File: config.mk
export PLATFORM = sky130hd
export DESIGN_NAME = cdown_timer
export DESIGN_NICKNAME = d
export VERILOG_FILES = /design/src/rtl/cdown_timer.sv
export SDC_FILE = /design/constraint.sdc
export NUM_CORES = 1
export LEC_CHECK = 0
export ABC_AREA = 0
export BUFFER_PORTS_ARGS = -buffer_cell sky130_fd_sc_hd__buf_2
export CAP_MARGIN = 10
export CORE_MARGIN = 5
export CORE_UTILIZATION = 54
export CTS_CLUSTER_SIZE = 8
export DETAILED_ROUTE_END_ITERATION = 7
export PLACE_DENSITY = 0.81
export SLEW_MARGIN = 20
export SYNTH_ARGS = -nofsm -noshare
export SYNTH_HDL_FRONTEND = slang
export SYNTH_SLANG_ARGS = --single-unit
File: constraint.sdc
create_clock -name clk -period 4.2 [get_ports clk]
set_input_delay 0.63 -clock clk [delete_from_list [all_inputs] [get_ports clk]]
set_output_delay 0.63 -clock clk [all_outputs]
set_load 0.01 [all_outputs]
File: src/rtl/cdown_timer.sv
// Programmable countdown timer: reload register, tick prescaler, one-shot or
// periodic operation and a single-cycle terminal-count pulse.
module cdown_timer #(
    parameter int unsigned WID = 8,
    parameter int unsigned DIV = 1
) (
    input  logic           clk,
    input  logic           reset,
    input  logic           load,
    input  logic [WID-1:0] load_val,
    input  logic           start,
    input  logic           stop,
    input  logic           periodic,
    input  logic           tick,
    output logic [WID-1:0] count,
    output logic           busy,
    output logic           tc
);

    localparam int unsigned PW = (DIV > 1) ? $clog2(DIV) : 1;
    localparam logic [PW-1:0] PRE_LAST = PW'(DIV - 1);

    typedef enum logic [0:0] {
        StIdle,
        StRun
    } state_e;

    state_e         state_q, state_d;
    logic [WID-1:0] count_q, count_d;
    logic [WID-1:0] reload_q, reload_d;
    logic [PW-1:0]  pre_q, pre_d;
    logic           tc_q, tc_d;
    logic           dec;

    always_ff @(posedge clk) begin
        if (reset) begin
            state_q  <= StIdle;
            count_q  <= '0;
            reload_q <= '0;
            pre_q    <= '0;
            tc_q     <= 1'b0;
        end else begin
            state_q  <= state_d;
            count_q  <= count_d;
            reload_q <= reload_d;
            pre_q    <= pre_d;
            tc_q     <= tc_d;
        end
    end

    always_comb begin
        state_d  = state_q;
        count_d  = count_q;
        reload_d = reload_q;
        pre_d    = pre_q;
        tc_d     = 1'b0;
        dec      = 1'b0;

        if (load) begin
            reload_d = load_val;
            count_d  = load_val;
            pre_d    = '0;
        end else if (stop) begin
            if (state_q == StRun) begin
                state_d = StIdle;
                pre_d   = '0;
            end
        end else if (start && (state_q == StIdle)) begin
            // A tick arriving with start is dropped: counting begins next cycle.
            state_d = StRun;
            pre_d   = '0;
        end else if ((state_q == StRun) && tick) begin
            if (pre_q == PRE_LAST) begin
                pre_d = '0;
                dec   = 1'b1;
            end else begin
                pre_d = pre_q + 1'b1;
            end
        end

        // A count of 0 expires like a count of 1, so the counter never wraps.
        if (dec) begin
            if (count_q > WID'(1)) begin
                count_d = count_q - 1'b1;
            end else begin
                tc_d = 1'b1;
                if (periodic) begin
                    count_d = reload_q;
                end else begin
                    count_d = '0;
                    state_d = StIdle;
                end
            end
        end
    end

    assign count = count_q;
    assign busy  = (state_q == StRun);
    assign tc    = tc_q;

endmodule

Word-level counts from Yosys, hierarchy flattened
Index checks and enable logic that the tools add are counted.
{"block": "classes", "n_addsub": 2, "n_mul": 0, "div": 0, "magnitude_cmp": 1, "n_eq_ne": 1, "shift": 0, "muxes": 21, "bitwise": 2, "n_reduce_logical": 7}
{"op": "two-way mux 8 bit", "count": 4}
{"op": "two-way mux 1 bit", "count": 17}
{"op": "> comparator 8 x 1 -> 1 bit, second input constant", "count": 1}
{"op": "subtractor 8 x 1 -> 8 bit, second input constant", "count": 1}
{"op": "OR reduction 2 bit", "count": 2}
{"op": "nonzero test 3 bit", "count": 1}
{"op": "logical AND 1 bit", "count": 2}
{"op": "inequality test 2 x 1 -> 1 bit, second input constant", "count": 1}
{"op": "inverter 1 bit", "count": 2}
{"op": "AND reduction 2 bit", "count": 1}
{"op": "nonzero test 2 bit", "count": 1}
{"op": "adder 1 bit, second input constant", "count": 1}
{"block": "word_totals", "register_bits": 19, "latch_bits": 0, "ramBits": 0, "rom_bits": 0, "input_bits": 15, "out_inout_bits": 10, "memories": 0}

Depth between registers and ports, before layout
Gate-level depths: netlist of the first run.
{"block": "depth", "word_depth": 8, "ltp_mapped": 7}

Worst setup path after synthesis of the first run
Ideal clock, no wire load.
{"block": "synth_timing", "path_type": "reg-to-reg", "startpoint": "register count_q[0], in the netlist count[0]", "endpoint": "register count_q[2], in the netlist count[2]", "setup_time_ns": 0.128, "t_arrival_ns": 1.665, "required_time_ns": 4.072, "path_slack_ns": 2.407, "path_stages_with_launch": 8, "period_less_slack_ns": 1.793, "path_cell_list": "dfxtp_1 > inv_1 > ha_1 > nor2_1 > nand3b_1 > mux2i_1 > a222oi_1 > nor2_1"}
{"block": "synth_between", "elab_chain_cells": 3}
{"element": "start: declaration", "line": "29", "source": "logic [WID-1:0] count_q, count_d;"}
{"element": "start signal: assignment", "line": "44", "source": "count_q <= count_d;"}
{"element": "subtractor 8 x 1 -> 8 bit / > comparator 8 x 1 -> 1 bit (equally long branches)", "line": "84, 83"}
{"element": "two-way mux 8 bit *", "line": "83", "source": "if (count_q > WID'(1)) begin"}
{"element": "two-way mux 8 bit *", "line": "82", "source": "if (dec) begin"}
Every way passes the cells marked *; elsewhere a longest branch is shown, timed or not.
A chain may end at the register's enable or synchronous reset.

Worst setup path in the final report of the first run
{"block": "layout_timing", "startpoint": "register count_q[0], in the netlist count[0]", "endpoint": "register count_q[3], in the netlist count[3]"}
Same word-level chain as after synthesis.

==> run summary, run 1 <==
status - complete, no violations
Final Core Density - 65.0%
Worst-path clk slew - 0.10 ns
unrepaired setup endpoints after global routing - false
H-tree levels - 1
post-DP HPWL - 1650 microns
startpoint types - register
Reg2Reg Depth - 7
Cell Rows - 15
num ports - 25
most frequent cells in the layout - buf_2 (24), dfxtp_1 (18), nor2_1 (15)
wire length per cell - 15.5 microns
Pwr Density - 348 nW/um^2
later-pin clock latency in the skew report - 0.30 ns
Post-Route Setup TNS - 0 ns
Final setup viols - 0
met2 usage - 32.0%
Die X - 51.9 microns
fraction of layout cells with a size suffix above 1 - 23.3%
DRT iter0 DRCs - 26
synth unique cells - 31
Seq/Total Area, Yosys - 38.0%
Yosys top cell by area - dfxtp_1
Ant. Diodes - 0
DP Worst Slack - 2.24 ns
Worst Max-Slew Pin Slew - 0.493 ns
Root Driver - clkbuf_4
Final Cell Area - 1100 sq um
HP Class - reg2reg
commonest non-fill, non-tap cell in the layout - buf_2
global-route wire length before repair - 3820 microns
Die H - 51.9 microns
Detailed Routing Iterations Pass 1 - 5
worst-case clock buffer depth - 2
initial core utilization - 56.1%
top cell type's share of synthesized area - 38.0%
final slew viol count - 0
non-filler cells, final - 150
DRT Wirelength - 2330 microns
Syn Inst Count - 110
Fin. Hold Viols - 0
Final period util - 47.6%
clk_skew - 0.00484 ns
nature of the critical path endpoint - register
number of synthesis warnings - 0
Post-synth EDFFs - 0
placed cell areas - 1060 sq um
post-cts resize count - 0
FFs w/ async S/R, synth - 0%
vias per inst - 6.33
final net count - 151
Final Critical Period - 2.00 ns
grt ovf - 0
max frequency - 0.500 GHz
Main synth FF type - dfxtp_1
Post-DRT Antenna Nets - 0
maxcap violations - 0
Worst Setup Slack, final - 2.20 ns
Post-CTS Setup Inserts - 0
Min Hold Slack - 0.477 ns
Residual DRC - 0
Hold Path Stages - 2
Seq cells post-synth - 18
hold_buf cts - 0
Filler Cell Count - 161
met3 usage - 3.15%
critical path class - reg2reg
Arr. time, crit path - 2.18 ns
grt met1 use - 21.9%
CP max FO - 7
P_leak - 0.470 nW
floorplan core area - 1690 sq um
initial antenna violation count - 0
GRT Total Usage - 19.0%
Avg Cell Area, Syn - 8.62 sq um
largest net degree at the start of global routing - 21
max_slew headroom - 67.0%
peak supply drop - 0.227 mV
vias in the first global route - 897
DR vias - 949
placed cell count - 146
overall power - 0.382 mW
RD Place Congestion - 0.823
clk sinks - 18
Worst EP required - 4.38 ns
Synth area leaders - dfxtp_1 (38%), mux2i_1 (9.5%), nor2_1 (5.9%)
P&R area growth vs syn - 15.7%
Num CTS Buffers - 3
port bufs - 24
synthesized area - 948 sq um
CTS tree - done
gr busiest metal - met2
Synthesized Nets - 127
die area - 2690 sq um
[power by group]
group / internal (mW) / leakage, nW / switching, mW
logic: 0.0385 / 0.301 / 0.0465
clock network: 0.0529 / 0.0210 / 0.0539
registers: 0.180 / 0.148 / 0.0102
total: 0.271 / 0.470 / 0.111
[layout make-up]
cell class                 instances  area (sq um)  area share [%]
timing repair buffer              24           120            10.9
tap                               17          21.3            1.94
multi-input combinational         84           548            49.9
clock buffer                       4          36.3            3.31
inverter                           3          11.3            1.03
sequential                        18           360            32.8
[registers in the layout, summed over array words and instances (netlist names)]
signal,flops
busy,1
reload_q,8
tc,1
count,8
[path summary, 6_finish.rpt]
check	start	slack [ns]	to
setup reg to reg	count[0]$_SDFFE_PP0P_	2.20	count[3]$_SDFFE_PP0P_
hold reg to reg	reload_q[6]$_SDFFE_PP0P_	0.48	reload_q[6]$_SDFFE_PP0P_
setup / recovery	count[0]$_SDFFE_PP0P_	2.20	count[3]$_SDFFE_PP0P_
hold / removal	reload_q[6]$_SDFFE_PP0P_	0.48	reload_q[6]$_SDFFE_PP0P_
[synth_stat cells, types with 2 or more instances]
cell type	instances
nand3_1	4
clkbuf_1	3
dfxtp_1	18
xnor2_1	4
inv_1	3
ha_1	2
o22ai_1	3
o21ai_0	6
mux2i_1	9
a21oi_1	5
nand3b_1	2
nor2_1	15
nor4_1	2
a222oi_1	4
nor3_1	4
nand2_1	11
[critical path: stages, from the launching register on]
cell      delay, ns
dfxtp_1        0.45
inv_1          0.09
ha_1           0.26
nor2_1         0.28
nand3b_1       0.31
mux2i_1        0.12
a222oi_1       0.30
nor2_1         0.08
[logic make-up (layout without fill, tap and decap cells)]
kind of cell | count (synthesis) | count (layout) | share of synthesized area, %
adder cells (fa/ha/maj) | 2 | 2 | 2.64
buffers and inverters | 8 | 31 | 4.22
AND/OR/NAND/NOR | 44 | 44 | 23.9
XOR/XNOR | 4 | 4 | 3.69
AO/OA/AOI/OAI | 25 | 25 | 18.1
flip-flops | 18 | 18 | 38.0
multiplexers | 9 | 9 | 9.50
[layer usage]
metal | vias to the layer above | wire, microns
li1 | 457 | -
met1 | 453 | 971
met2 | 30 | 1150
met3 | 9 | 127
met4 | 0 | 74
met5 | - | 0
Power figures use the tool's default switching activity.
==> inputs of run 2 (changes only) <==
ABC_AREA = 1   (was 0)
CORE_UTILIZATION = 46   (was 54)
PLACE_DENSITY = 0.73   (was 0.81)
clock period = 1.7 ns   (was 4.2 ns; I/O delays follow)
==> run summary, run 2 <==
RR Startpoint - count[0]$_SDFFE_PP0P_
most frequent cells in the layout - nand2_1 (48), buf_2 (24), inv_1 (18), a21oi_1 (18), dfxtp_1 (18)
critical path class - reg2reg
Num CTS Buffers - 3
Final setup viols - 0
Synth area leaders - dfxtp_1 (35%), nand2_1 (18%), a21oi_1 (8.8%)
num ports - 25
Yosys top cell by area - dfxtp_1
commonest non-fill, non-tap cell in the layout - nand2_1
Post-synth EDFFs - 0
Seq cells post-synth - 18
clk_skew - 0.00376 ns
Die H - 57.1 microns
Hold Path Sink - busy$_SDFF_PP0_
Worst-path clk slew - 0.10 ns
final slew viol count - 0
overall power - 0.906 mW
Final Critical Period - 1.54 ns
reg2reg end - count[2]$_SDFFE_PP0P_
Crit path max-delay family - simple AND/OR/NAND/NOR gates
placed cell count - 204
reg2reg setup slack - 0.16 ns
min-delay src - stop
Detailed Routing Iterations Pass 1 - 4
RD Place Congestion - 0.910
Worst Path Buf+Inv - 3
max frequency - 0.648 GHz
most frequent cells after synthesis - nand2_1 (48), a21oi_1 (18), dfxtp_1 (18), inv_1 (18), nand3_1 (13)
Final period util - 90.8%
port bufs - 24
largest net degree at the start of global routing - 19
Clock power frac - 23.0%
status - complete, no violations
Ant. Diodes - 0
Internal Power - 0.616 mW
final net count - 199
non-filler cells, final - 208
unrepaired setup endpoints after global routing - false
H-tree levels - 1
critical-path cell list - inv_1, ha_4, inv_2, nand2_1, nand2_2, nor2_4, buf_4, nand2_1, nand3_1, a21oi_1
most common cell in the netlist - nand2_1
initial antenna violation count - 0
Main synth FF type - dfxtp_1
slowest stage cell, crit path - dfxtp_1
Seq/Total Area, Yosys - 35.3%
global-route wire length before repair - 4060 microns
DRT Wirelength - 2600 microns
GRT Total Usage - 15.6%
post-DP HPWL - 2010 microns
die area - 3260 sq um
hold_buf cts - 0
Reg area - 360 sq um
Syn Inst Count - 158
P&R area growth vs syn - 16.2%
synthesized area - 1020 sq um
P_leak - 0.564 nW
CTS tree - done
later-pin clock latency in the skew report - 0.29 ns
vias in the first global route - 960
part of the power in registers - 51.5%
delay of the slowest cell on the worst path - 0.36 ns
Hold Path Stages - 4
number of synthesis warnings - 0
Switch Pwr - 0.290 mW
Filler Cell Count - 241
DR vias - 1,063
HP Class - in2reg
Arr. time, crit path - 1.72 ns
Worst EP required - 1.88 ns
Avg Cell Area, Syn - 6.46 sq um
Die X - 57.1 microns
floorplan core area - 2170 sq um
placed cell areas - 1140 sq um
top cell type's share of synthesized area - 35.3%
peak supply drop - 0.463 mV
Root Driver - clkbuf_4
Final Cell Area - 1190 sq um
initial core utilization - 47.1%
synth unique cells - 21
Fin. Hold Viols - 0
Sw Share - 32.0%
maxcap violations - 0
clk sinks - 18
max_slew headroom - 78.8%
grt ovf - 0
FFs w/ async S/R, synth - 0%
CP max FO - 8
Worst Max-Slew Pin Slew - 0.317 ns
Residual DRC - 0
Post-Route Setup TNS - 0 ns
Cell Rows - 17
Reg2Reg Depth - 10
vias per inst - 5.11
DRT iter0 DRCs - 32
Final Core Density - 54.7%
Post-DRT Antenna Nets - 0
nature of the critical path endpoint - register
wire length per cell - 12.5 microns
worst-case clock buffer depth - 2
Comb pwr share - 25.5%
fraction of layout cells with a size suffix above 1 - 21.1%
multi-input logic area - 562 sq um
startpoint types - register
Crit path top cell by count - nand2_1
Synthesized Nets - 175
Pwr Density - 763 nW/um^2
==> run 2: area by class of cell <==
| type | count | share of cell area (%) |
|---|---|---|
| clock buffers | 3 | 1.90 |
| inverters | 21 | 6.65 |
| flip-flops and latches | 18 | 30.4 |
| repair buffers | 25 | 10.8 |
| well taps | 28 | 2.95 |
| multi-input cells | 113 | 47.4 |
==> run 2: kinds of logic after synthesis <==
logic type | synth area share [%]
AOI/OAI and AO/OA | 15.2
xor gates and xnor gates | 0.858
adders and majority gates | 2.45
buffers and inverters | 10.9
DFF | 35.3
and+or+nand+nor | 35.3
==> run 2: timing repair <==
item                       CTS  global route
hold endpoints to repair     0             0
resized for setup            0             2
setup endpoints to repair    0             9
buffers inserted             0             1
==> run 2: power groups by stage <==
stage,logic [mW],registers (mW),clock network (mW)
final,0.231,0.466,0.208
after global routing,0.259,0.469,0.226
after CTS,0.219,0.466,0.216
after detailed placement,0.217,0.475,0
after global placement,0.215,0.474,0
after floorplan,0.161,0.478,0
==> run 2: worst max path at each step <==
| stage | from | to | slack [ns] | cells after the start |
|---|---|---|---|---|
| 2_1_floorplan | count[0]$_SDFFE_PP0P_ | count[3]$_SDFFE_PP0P_ | 0.23 | 11 |
| 3_3_place_gp | count[0]$_SDFFE_PP0P_ | busy$_SDFF_PP0_ | 0.18 | 9 |
| 3_5_place_dp | count[0]$_SDFFE_PP0P_ | busy$_SDFF_PP0_ | 0.1 | 9 |
| 4_1_cts | count[0]$_SDFFE_PP0P_ | count[5]$_SDFFE_PP0P_ | 0.08 | 10 |
| 5_1_grt | count[0]$_SDFFE_PP0P_ | count[7]$_SDFFE_PP0P_ | 0.008 | 10 |
| 6_report | count[0]$_SDFFE_PP0P_ | count[2]$_SDFFE_PP0P_ | 0.16 | 10 |
==> run 2: stage by stage <==
stage               setup WS, ns  hold slack (ns)
detailed placement        0.0960            0.455
finish                     0.156            0.242
global route             0.00782            0.252
floorplan                  0.232            0.418
global placement           0.184            0.453
CTS                       0.0785            0.238
==> run 2: worst reg2reg max path, cell delays in order, from the launching register on <==
cell and delay, ns:
dfxtp_1 0.36, inv_1 0.17, ha_4 0.19, inv_2 0.03
nand2_1 0.06, nand2_2 0.07, nor2_4 0.20, buf_4 0.16
nand2_1 0.05, nand3_1 0.08, a21oi_1 0.06
==> run 2: metal layers <==
metal  vias up  track usage [%]  routed length [microns]
met3         5             2.26                      163
li1        543                -                        -
met4         0             6.95                       36
met1       479             20.4                     1130
met2        36             25.3                     1270
met5         -                0                        0
==> inputs of run 3 (changes only) <==
ABC_AREA = default   (was 1)
CORE_UTILIZATION = 45   (was 46)
==> run summary, run 3 (synthesis gave the netlist of run 1 again) <==
status - complete, no violations
initial antenna violation count - 0
grt ovf - 0
Worst-path clk slew - 0.10 ns
vias in the first global route - 949
multi-input logic area - 576 sq um
Die X - 55.9 microns
placed cell areas - 1170 sq um
Residual DRC - 0
met3 wire len - 135 microns
placed cell count - 169
met2 wire length - 1210 microns
DR vias - 966
Arr. time, crit path - 1.81 ns
Reg2Reg Depth - 5
Metal-1 WL - 1150 microns
commonest non-fill, non-tap cell in the layout - buf_2
HP Class - in2reg
DRT iter0 DRCs - 32
GRT Total Usage - 16.6%
clk_skew - 0.000935 ns
Pwr Density - 759 nW/um^2
later-pin clock latency in the skew report - 0.29 ns
most frequent cells in the layout - buf_2 (24), dfxtp_1 (15), buf_4 (15)
peak supply drop - 0.610 mV
slowest stage cell, crit path - or3_4
Detailed Routing Iterations Pass 1 - 4
Final Critical Period - 1.62 ns
P&R area growth vs syn - 31.0%
post-DP HPWL - 1850 microns
Cell Rows - 16
Final setup viols - 0
port bufs - 24
RD Place Congestion - 0.841
clk sinks - 18
Num CTS Buffers - 3
final slew viol count - 0
Worst EP required - 1.88 ns
vias per inst - 5.55
Final Cell Area - 1240 sq um
Post-DRT Antenna Nets - 0
critical-path cell list - or3_4, nor3b_4, mux2i_1, a222oi_1, nor2_1
final net count - 166
Filler Cell Count - 184
startpoint types - register
CTS tree - done
Ant. Diodes - 0
Final period util - 95.5%
largest net degree at the start of global routing - 21
P_leak - 0.543 nW
num ports - 25
Worst Setup Slack, final - 0.0759 ns
max_slew headroom - 76.8%
initial core utilization - 47.9%
critical path class - reg2reg
CP max FO - 4
Die H - 55.9 microns
die area - 3130 sq um
fraction of layout cells with a size suffix above 1 - 36.7%
delay of the slowest cell on the worst path - 0.40 ns
Worst Max-Slew Pin Slew - 0.348 ns
non-filler cells, final - 174
max frequency - 0.616 GHz
worst-case clock buffer depth - 2
DP Worst Slack - -0.0418 ns
global-route wire length before repair - 4260 microns
wire length per cell - 14.6 microns
floorplan core area - 1980 sq um
H-tree levels - 1
Fin. Hold Viols - 0
max layer used - met4
Reg area - 367 sq um
Hold Path Stages - 2
unrepaired setup endpoints after global routing - true
maxcap violations - 0
nature of the critical path endpoint - register
Root Driver - clkbuf_4
DRT Wirelength - 2550 microns
hold_buf cts - 0
==> run 3: cell types whose count changed in the layout (fill, tap and decap cells not counted), moves of 4 or more <==
cell	previous run	this run
inv_1	18	1
nand3_1	13	4
a222oi_1	0	4
o21ai_0	10	6
mux2i_1	0	9
a21oi_1	18	5
nand2_1	48	11
buf_4	1	15
==> run 3: routing by layer <==
| metal | track usage, % | vias up |
|---|---|---|
| li1 | - | 482 |
| met1 | 19.5 | 452 |
| met2 | 28.7 | 28 |
| met3 | 3.71 | 4 |
| met4 | 7.46 | 0 |
| met5 | 0 | - |
==> run 3: path summary, 6_finish.rpt <==
kind,slack [ns],startpoint,endpoint
min reg2reg,0.47,reload_q[6]$_SDFFE_PP0P_,reload_q[6]$_SDFFE_PP0P_
min,0.17,stop,busy$_SDFF_PP0_
max,0.08,count[3]$_SDFFE_PP0P_,count[1]$_SDFFE_PP0P_
max reg2reg,0.08,count[3]$_SDFFE_PP0P_,count[1]$_SDFFE_PP0P_
==> run 3: critical path, delay by kind of cell (launching register included) <==
family / cells / cell delay, ns
flops: 1 / 0.35
mux: 1 / 0.13
simple gates: 3 / 0.74
compound gates: 1 / 0.30
==> run 3: layout make-up <==
| class | count | share of cell area, % |
|---|---|---|
| sequential | 18 | 29.5 |
| tap | 27 | 2.72 |
| clock buffer | 3 | 1.81 |
| multi-input combinational | 84 | 46.3 |
| timing repair buffer | 39 | 18.7 |
| inverter | 3 | 0.906 |
==> run 3: power by group <==
group | switching, mW | leakage, nW | internal, mW | total, mW
Combinational | 0.136 | 0.380 | 0.135 | 0.271
Sequential | 0.0152 | 0.150 | 0.445 | 0.460
Clock | 0.129 | 0.0138 | 0.0825 | 0.212
Total | 0.280 | 0.543 | 0.663 | 0.943
==> run 3: stage by stage <==
step | hold WS, ns | TNS, ns | power (mW) | utilization [%]
final | 0.171 | 0 | 0.943 | 62.7
after global placement | 0.453 | 0 | 0.712 | 59.3
after global routing | 0.179 | -0.111 | 0.997 | 62.7
after floorplan | 0.371 | 0 | 0.629 | -
after detailed placement | 0.462 | -0.0920 | 0.719 | 59.3
after CTS | 0.173 | 0 | 0.936 | 61.4
==> run 3: what timing repair did <==
item / in CTS / in global routing
setup buffers: 1 / 1
hold endpoints to repair: 0 / 0
endpoints found under the setup margin: 5 / 6
gates cloned: 0 / 0
gates resized for setup: 3 / 7
pin swaps: 1 / 6
